[config.mk]
export PLATFORM = sky130hd
export DESIGN_NAME = serial_adder_flat
export DESIGN_NICKNAME = d
export VERILOG_FILES = /design/src/rtl/arith_pkg.sv /design/src/rtl/serial_adder_if.sv /design/src/rtl/full_adder_bit.sv /design/src/rtl/serial_adder.sv /design/src/flat_wrapper.sv
export SDC_FILE = /design/constraint.sdc
export NUM_CORES = 1
export LEC_CHECK = 0
export BUFFER_PORTS_ARGS = -buffer_cell sky130_fd_sc_hd__buf_2
export CAP_MARGIN = 20
export CORE_ASPECT_RATIO = 1.75
export CORE_MARGIN = 3
export CORE_UTILIZATION = 49
export CTS_BUF_LIST = sky130_fd_sc_hd__clkbuf_16
export DETAILED_ROUTE_END_ITERATION = 8
export PLACE_DENSITY_LB_ADDON = 0.12
export SETUP_SLACK_MARGIN = 0.3
export SLEW_MARGIN = 25
export SYNTH_ARGS = -nofsm -noshare
export SYNTH_HDL_FRONTEND = slang
export SYNTH_SLANG_ARGS = --single-unit
[constraint.sdc]
create_clock -name clk -period 1.38 [get_ports clk]
set_input_delay 0.276 -clock clk [delete_from_list [all_inputs] [get_ports clk]]
set_output_delay 0.276 -clock clk [all_outputs]
set_load 0.005 [all_outputs]
[src/rtl/arith_pkg.sv]
// Shared arithmetic-block definitions: FSM state encoding and default operand width.
package arith_pkg;

    localparam int unsigned DEF_WIDTH = 8;
    localparam int unsigned STATE_W   = 2;

    typedef enum logic [STATE_W-1:0] {
        IDLE = 2'd0,
        RUN  = 2'd1,
        DONE = 2'd2
    } state_e;

endpackage

[src/rtl/serial_adder_if.sv]
// Request/result bundle between a serial adder and its user.
interface serial_adder_if #(
    parameter int unsigned WIDTH = arith_pkg::DEF_WIDTH
) ();

    logic             start;
    logic [WIDTH-1:0] a;
    logic [WIDTH-1:0] b;
    logic             cin;
    logic             busy;
    logic             done;
    logic [WIDTH-1:0] sum;
    logic             cout;

    modport master (
        output start, a, b, cin,
        input  busy, done, sum, cout
    );

    modport slave (
        input  start, a, b, cin,
        output busy, done, sum, cout
    );

endinterface

[src/rtl/full_adder_bit.sv]
// Single-bit combinational full-adder cell; the adder twin of the subtractor cell.
module full_adder_bit (
    input  logic a_i,
    input  logic b_i,
    input  logic cin_i,
    output logic sum_o,
    output logic cout_o
);

    logic p;

    assign p      = a_i ^ b_i;
    assign sum_o  = p ^ cin_i;
    assign cout_o = (a_i & b_i) | (cin_i & p);

endmodule

[src/rtl/serial_adder.sv]
// Bit-serial ripple adder: one full-adder cell and a carry flop, one operand bit per clock, LSB first.
module serial_adder
    import arith_pkg::*;
#(
    parameter int unsigned WIDTH = DEF_WIDTH
) (
    input  logic           clk,
    input  logic           rst,
    serial_adder_if.slave  bus
);

    localparam int unsigned CNT_W    = (WIDTH > 1) ? $clog2(WIDTH) : 1;
    localparam logic [CNT_W-1:0] CNT_LAST = CNT_W'(WIDTH - 1);

    state_e           state_q, state_d;
    logic [WIDTH-1:0] sa_q, sa_d;
    logic [WIDTH-1:0] sb_q, sb_d;
    logic [WIDTH-1:0] shift_q, shift_d;
    logic [WIDTH-1:0] sum_q, sum_d;
    logic [CNT_W-1:0] cnt_q, cnt_d;
    logic             c_q, c_d;
    logic             cout_q, cout_d;
    logic             busy_q, busy_d;
    logic             done_q, done_d;

    logic             fa_s;
    logic             fa_co;

    full_adder_bit u_fa (
        .a_i    (sa_q[0]),
        .b_i    (sb_q[0]),
        .cin_i  (c_q),
        .sum_o  (fa_s),
        .cout_o (fa_co)
    );

    // Next-state and datapath; start is only honoured from IDLE or DONE.
    always_comb begin
        state_d = state_q;
        sa_d    = sa_q;
        sb_d    = sb_q;
        shift_d = shift_q;
        sum_d   = sum_q;
        cnt_d   = cnt_q;
        c_d     = c_q;
        cout_d  = cout_q;
        busy_d  = 1'b0;
        done_d  = 1'b0;

        unique case (state_q)
            IDLE, DONE: begin
                if (bus.start) begin
                    sa_d    = bus.a;
                    sb_d    = bus.b;
                    c_d     = bus.cin;
                    cnt_d   = '0;
                    state_d = RUN;
                end else begin
                    state_d = IDLE;
                end
            end
            RUN: begin
                sa_d    = sa_q >> 1;
                sb_d    = sb_q >> 1;
                shift_d = WIDTH'({fa_s, shift_q} >> 1);
                c_d     = fa_co;
                cnt_d   = cnt_q + CNT_W'(1);
                if (cnt_q == CNT_LAST) begin
                    sum_d   = shift_d;
                    cout_d  = fa_co;
                    state_d = DONE;
                end
            end
            default: state_d = IDLE;
        endcase

        busy_d = (state_d == RUN);
        done_d = (state_d == DONE);
    end

    always_ff @(posedge clk or posedge rst) begin
        if (rst) begin
            state_q <= IDLE;
            sa_q    <= '0;
            sb_q    <= '0;
            shift_q <= '0;
            sum_q   <= '0;
            cnt_q   <= '0;
            c_q     <= 1'b0;
            cout_q  <= 1'b0;
            busy_q  <= 1'b0;
            done_q  <= 1'b0;
        end else begin
            state_q <= state_d;
            sa_q    <= sa_d;
            sb_q    <= sb_d;
            shift_q <= shift_d;
            sum_q   <= sum_d;
            cnt_q   <= cnt_d;
            c_q     <= c_d;
            cout_q  <= cout_d;
            busy_q  <= busy_d;
            done_q  <= done_d;
        end
    end

    assign bus.busy = busy_q;
    assign bus.done = done_q;
    assign bus.sum  = sum_q;
    assign bus.cout = cout_q;

endmodule

[src/flat_wrapper.sv]
// flat-port wrapper written by rule: the top's interface ports become plain ports
module serial_adder_flat import arith_pkg::*;
#(
    parameter int unsigned WIDTH = DEF_WIDTH
)
  (clk, rst, bus_start, bus_a, bus_b, bus_cin, bus_busy, bus_done, bus_sum, bus_cout);
  serial_adder_if #(.WIDTH(WIDTH)) bus_i ();
  input  logic clk;
  input  logic rst;
  input wire logic [$bits(bus_i.start)-1:0] bus_start;
  input wire logic [$bits(bus_i.a)-1:0] bus_a;
  input wire logic [$bits(bus_i.b)-1:0] bus_b;
  input wire logic [$bits(bus_i.cin)-1:0] bus_cin;
  output wire logic [$bits(bus_i.busy)-1:0] bus_busy;
  output wire logic [$bits(bus_i.done)-1:0] bus_done;
  output wire logic [$bits(bus_i.sum)-1:0] bus_sum;
  output wire logic [$bits(bus_i.cout)-1:0] bus_cout;
  assign bus_i.start = bus_start;
  assign bus_i.a = bus_a;
  assign bus_i.b = bus_b;
  assign bus_i.cin = bus_cin;
  assign bus_busy = bus_i.busy;
  assign bus_done = bus_i.done;
  assign bus_sum = bus_i.sum;
  assign bus_cout = bus_i.cout;
  serial_adder #(.WIDTH(WIDTH)) u_core (.clk(clk), .rst(rst), .bus(bus_i));
endmodule
==> metrics.txt, run 1 <==
CTS sink count 40; H-tree Lvls 2; DR WL met3 126 um; Num CTS Buffers 5; max-slew violations 0; Leak Pwr 1.23 nW; CTS max path bufs 2; DRT iter0 DRCs 10; FF/Latch Area roughly 1000 um2; vias 1,371; die area 4460 um2; Slew HR 74.2%; Area Overhead vs Synth 47.3%; FP Rows 28; share of layout cells above drive strength 1 52.5%; fmax 0.753 GHz; overall power 6.48 mW; Setup TNS 0 ns; met1 WL roughly 1600 um; RSZ-0062 raised after global routing true; Final Util 76.4%; Reg clk slew, reported paths 0.06 ns; placer congestion estimate 0.738; final wirelength 4190 um; Core Region roughly 3500 um2; Die Y 86.2 um; Mapped Cells 158; CP max FO 2; Placed Cells 233; drt first pass iters 4; Hold Fails Final Rpt 0; WL/cell between 15 and 20 um; Layout fillers about 210; Final WS setup 0.0517 ns; Post-Syn Nets between 150 and 200; max_cap viols 0; PD cells ~2400 nW/um2; CTS tree yes; Port-buffer cells 30; initial antenna violation count 0; mapped cell area between 1500 and 2000 um2; Max Used Layer met4; Reg2Reg Setup Slack 0.05 ns; Nets 239; GRT overflow 0; Crit Path Category flip-flop to flip-flop; Skew-Pair Late Insertion Delay 0.28 ns; DR vias/cell 5.23; GR Util All Layers approximately a fifth; final instance area 2650 um2; status completed; Worst Skew 0.00273 ns; I/O pins 31; Arrival @ worst endpoint 1.50 ns; peak supply drop between 0.0015 and 0.002 V; die width about 52 um; ANT nets after route 0; Placed Area 2080 um2; first-pass GRT wire length 6910 um; launch point of the worst path u_core.cnt_q[0]; type of destination of the critical path flip-flop; vias in the first global route 1,434; DRC 0; diode count 0; Avg Cell Area, Syn around 11 um2; Cell variety after synth 26; Synth top area share 55.6%; leading area contributor after synthesis dfrtp_1; Starting Density 51.9%; Synth Register Bits 40; startpoint types flip-flop; fin cells 262; root buffer cell clkbuf_16; Hold WC Path Type input pin to flip-flop; Synth area leaders dfrtp_1 56%, mux2_4 7.5%, mux2i_1 5.0%, nand2_1 4.4%, a211oi_1 3.3%; post-synthesis sequential area ratio approximately 56%; largest net degree at the start of global routing 22; DP HPWL 2610 um; Final setup viols 0; routed wl met2 2350 um; Ys Warns 0; worst slew pin tran 0.388 ns; period utilisation layout a little over nine tenths; Multi-input gate area 887 um2; Hold Startpoint bus_a[7]; minimum clock period between 1 and 1.5 ns; Required @ worst endpoint 1.55 ns; post-place setup slack 0.0365 ns; Worst Hold Slack ~0.23 ns; launch point of the worst reg-to-reg path u_core.cnt_q[0]
## critical path: stages, from the launching register on
cell and delay [ns]:
dfrtp_1 0.39, ha_2 0.19, ha_4 0.21, mux2_4 0.26
a22o_1 0.17
## cells by family after synthesis
| group | count (synthesis) | share of synthesized area [%] |
|---|---|---|
| AO/OA/AOI/OAI | 30 | 10.6 |
| adder cells (fa/ha/maj) | 3 | 2.50 |
| buffers and inverters | 14 | 4.03 |
| flip-flops | 40 | 55.6 |
| multiplexers | 19 | 13.1 |
| AND/OR/NAND/NOR | 52 | 14.1 |
## report_power, final
group / switching (mW) / internal [mW] / total (mW)
registers: 0.421 / 1.72 / 2.14
clock network: 0.450 / 0.842 / 1.29
logic: 1.28 / 1.77 / 3.05
## registers in the layout, indices dropped and copies added, names as in the netlist
signal,flops
u_core.state_q,2
u_core.sa_q,8
u_core.bus.done,1
u_core.bus.busy,1
u_core.bus.sum,8
u_core.cnt_q,3
u_core.sb_q,8
u_core.bus.cout,1
u_core.c_q,1
u_core.shift_q,7
## cell usage after synthesis, drive strengths merged
cell and instances:
a22o 3, mux2i 9, nor2b 9, mux2 10, o22ai 7, nor2 9, nor3 7, dfrtp 40
a21oi 8, ha 2, buf 8, and2b 1, inv 3, nand2b 2, o21ai 4, fa 1
nand2 22, clkbuf 3, a211oi 8, nand3 2
## placed cells by master, fill, tap and decap left out, types with 2 or more instances in the layout
master / Yosys / final
a211oi_1: 8 / 8
a21oi_1: 8 / 8
a22o_1: 3 / 3
buf_12: 0 / 3
buf_16: 0 / 2
buf_2: 6 / 30
buf_4: 0 / 16
buf_6: 1 / 7
buf_8: 0 / 3
clkbuf_16: 0 / 5
dfrtp_1: 40 / 40
mux2_4: 9 / 10
mux2i_1: 9 / 9
nand2_1: 21 / 14
nand2_2: 0 / 7
nor2_1: 9 / 7
nor2_2: 0 / 2
nor2b_1: 9 / 8
nor3_1: 7 / 3
nor3_2: 0 / 4
o21ai_2: 0 / 4
o22ai_2: 0 / 5
## timing repair
action | CTS | global route
buffers inserted | 11 | 7
setup endpoints to repair | 31 | 43
resized for setup | 37 | 9
gates cloned | 2 | 0
hold buffers | 1 | 0
pin swaps | 25 | 15
hold endpoints to repair | 9 | 0
## area by class of cell
type	count	area share, %
Inverter	3	0.850
Clock buffer	5	4.72
Clock inverter	3	1.46
Tap cell	45	2.12
Sequential cell	40	37.8
Multi-Input combinational cell	104	33.5
Timing Repair Buffer	62	19.6
## path summary, 6_finish.rpt
path                                endpoint  cells after the start
hold reg to reg            u_core.shift_q[1]                      2
hold / removal                u_core.sa_q[7]                      2
setup reg to reg             u_core.cnt_q[2]                      4
min in group asynchronous    u_core.bus.busy                      3
setup / recovery             u_core.cnt_q[2]                      4
max in group asynchronous     u_core.sa_q[2]                      4
## layer usage
metal / track usage (%) / vias up
met5: 0 / -
met2: 37.5 / 28
li1: - / 664
met1: 23.7 / 671
met4: 9.55 / 0
met3: 3.65 / 8
Power figures use the tool's default switching activity.
==> run 2, diff against run 1 <==
--- a/config.mk
+++ b/config.mk
@@ -12,7 +12,9 @@
 export CORE_UTILIZATION = 49
 export CTS_BUF_LIST = sky130_fd_sc_hd__clkbuf_16
 export DETAILED_ROUTE_END_ITERATION = 8
+export HOLD_SLACK_MARGIN = 0.12
 export PLACE_DENSITY_LB_ADDON = 0.12
+export RECOVER_POWER = 25
 export SETUP_SLACK_MARGIN = 0.3
 export SLEW_MARGIN = 25
 export SYNTH_ARGS = -nofsm -noshare
==> metrics.txt, run 2 (synthesized netlist as in run 1, its figures left out) <==
status completed; RSZ-0062 raised after global routing true; most common cell after layout, fill and taps aside dfrtp_1; Final setup viols 0; Core Region 3470 um2; GR Util All Layers 21.0%; startpoint types flip-flop; largest net degree at the start of global routing 22; routed wl met2 2360 um; DRT iter0 DRCs 15; Nets around 240; worst slew pin tran ~0.47 ns; drt first pass iters 4; FF/Latch Area 1000 um2; Crit Path Category flip-flop to flip-flop; Crit path largest cell delay between 0.3 and 0.4 ns; CTS sink count 40; FP Rows 28; vias 1,371; Placed Cells 233; max-slew violations 0; Skew-Pair Late Insertion Delay 0.28 ns; fmax between 0.7 and 0.8 GHz; final instance area 2640 um2; overall power about 6.5 mW; Multi-input gate area 887 um2; Num CTS Buffers 5; Setup TNS 0 ns; CP max FO 2; share of layout cells above drive strength 1 between 50% and 60%; Final WS setup 0.0517 ns; type of destination of the critical path flip-flop; Layout fillers 217; Leak Pwr 1.23 nW; peak supply drop 0.00165 V; Starting Density between 50% and 60%; DR WL met3 123 um; delay-heaviest family, CP adder cells; vias in the first global route 1,434; Required @ worst endpoint 1.55 ns; first-pass GRT wire length 6910 um; Max Used Layer met4; root buffer cell clkbuf_16; final wirelength 4190 um; die width roughly 52 um; GRT overflow 0; WL/cell between 15 and 20 um; die area 4460 um2; diode count 0; initial antenna violation count 0; placer congestion estimate 0.738; CTS tree yes; Port-buffer cells 30; Worst Skew 0.00280 ns; fin cells 262; critical-path cell list ha_2 > ha_4 > mux2_4 > a22o_1; DRC 0; Hold Fails Final Rpt 0; H-tree Lvls 2; DP HPWL 2610 um; minimum clock period 1.33 ns; Slew HR 68.3%; I/O pins 31; Arrival @ worst endpoint 1.50 ns; ANT nets after route 0; Area Overhead vs Synth 46.5%; DR vias/cell 5.23; period utilisation layout between 90 and 100%; Bufs and invs on worst path 0; Placed Area between 2000 and 2500 um2; CTS max path bufs 2; met1 WL 1620 um; Reg clk slew, reported paths 0.06 ns; Hold WC Path Type input pin to flip-flop; Worst path slowest cell dfrtp_1; max_cap viols 0; post-place setup slack approximately 0.037 ns; PD cells 2460 nW/um2; commonest non-fill, non-tap cells in the layout 40 x dfrtp_1, 30 x buf_2, 16 x buf_4, 14 x nand2_1, 10 x mux2_4; Die Y 86.2 um
## run 2: power breakdown
| part | switching [mW] | internal [mW] |
|---|---|---|
| Clock | 0.449 | 0.842 |
| Sequential | 0.421 | 1.72 |
| Combinational | 1.28 | 1.76 |
| Total | 2.15 | 4.33 |
## run 2: stage by stage
step	utilization [%]	hold slack, ns
after floorplan	-	0.255
after global placement	60.1	0.235
after detailed placement	60.1	0.234
after CTS	73.4	0.231
after global routing	76.0	0.250
final	76.0	0.232
## run 2: layout make-up
| type | instances | share of cell area, % |
|---|---|---|
| repair buffers | 62 | 19.2 |
| inverters | 3 | 0.760 |
| well taps | 45 | 2.14 |
| multi-input cells | 104 | 33.7 |
| clock buffers | 5 | 4.75 |
| clock inverters | 3 | 1.47 |
| flip-flops and latches | 40 | 38.0 |
## run 2: path summary, 6_finish.rpt
| kind | from | end | slack [ns] | depth (start not counted) |
|---|---|---|---|---|
| max | u_core.cnt_q[0] | u_core.cnt_q[2] | 0.05 | 4 |
| min | bus_a[7] | u_core.sa_q[7] | 0.23 | 2 |
| max reg2reg | u_core.cnt_q[0] | u_core.cnt_q[2] | 0.05 | 4 |
| min reg2reg | u_core.shift_q[1] | u_core.shift_q[1] | 0.50 | 2 |
| max in group asynchronous | rst | u_core.sb_q[6] | 0.19 | 4 |
| min in group asynchronous | rst | u_core.bus.busy | 0.53 | 3 |
## run 2: layer usage
| layer | GRT usage [%] | vias to the layer above |
|---|---|---|
| li1 | - | 664 |
| met1 | 23.7 | 671 |
| met2 | 37.5 | 28 |
| met3 | 3.65 | 8 |
| met4 | 9.55 | 0 |
| met5 | 0 | - |
## run 2: repair_timing
item / in CTS / in global routing
hold buffers: 1 / 0
buffers inserted: 11 / 7
endpoints found under the hold margin: 9 / 0
resized for setup: 37 / 9
setup endpoints to repair: 31 / 43
cloned: 2 / 0
pin swaps: 25 / 15
## run 2: worst register-to-register path, delay by kind of cell (launching register included)
| kind | cells | cell delay, ns |
|---|---|---|
| AO/OA/AOI/OAI | 1 | 0.17 |
| multiplexers | 1 | 0.26 |
| adder cells (fa/ha/maj) | 2 | 0.40 |
| flip-flops | 1 | 0.39 |
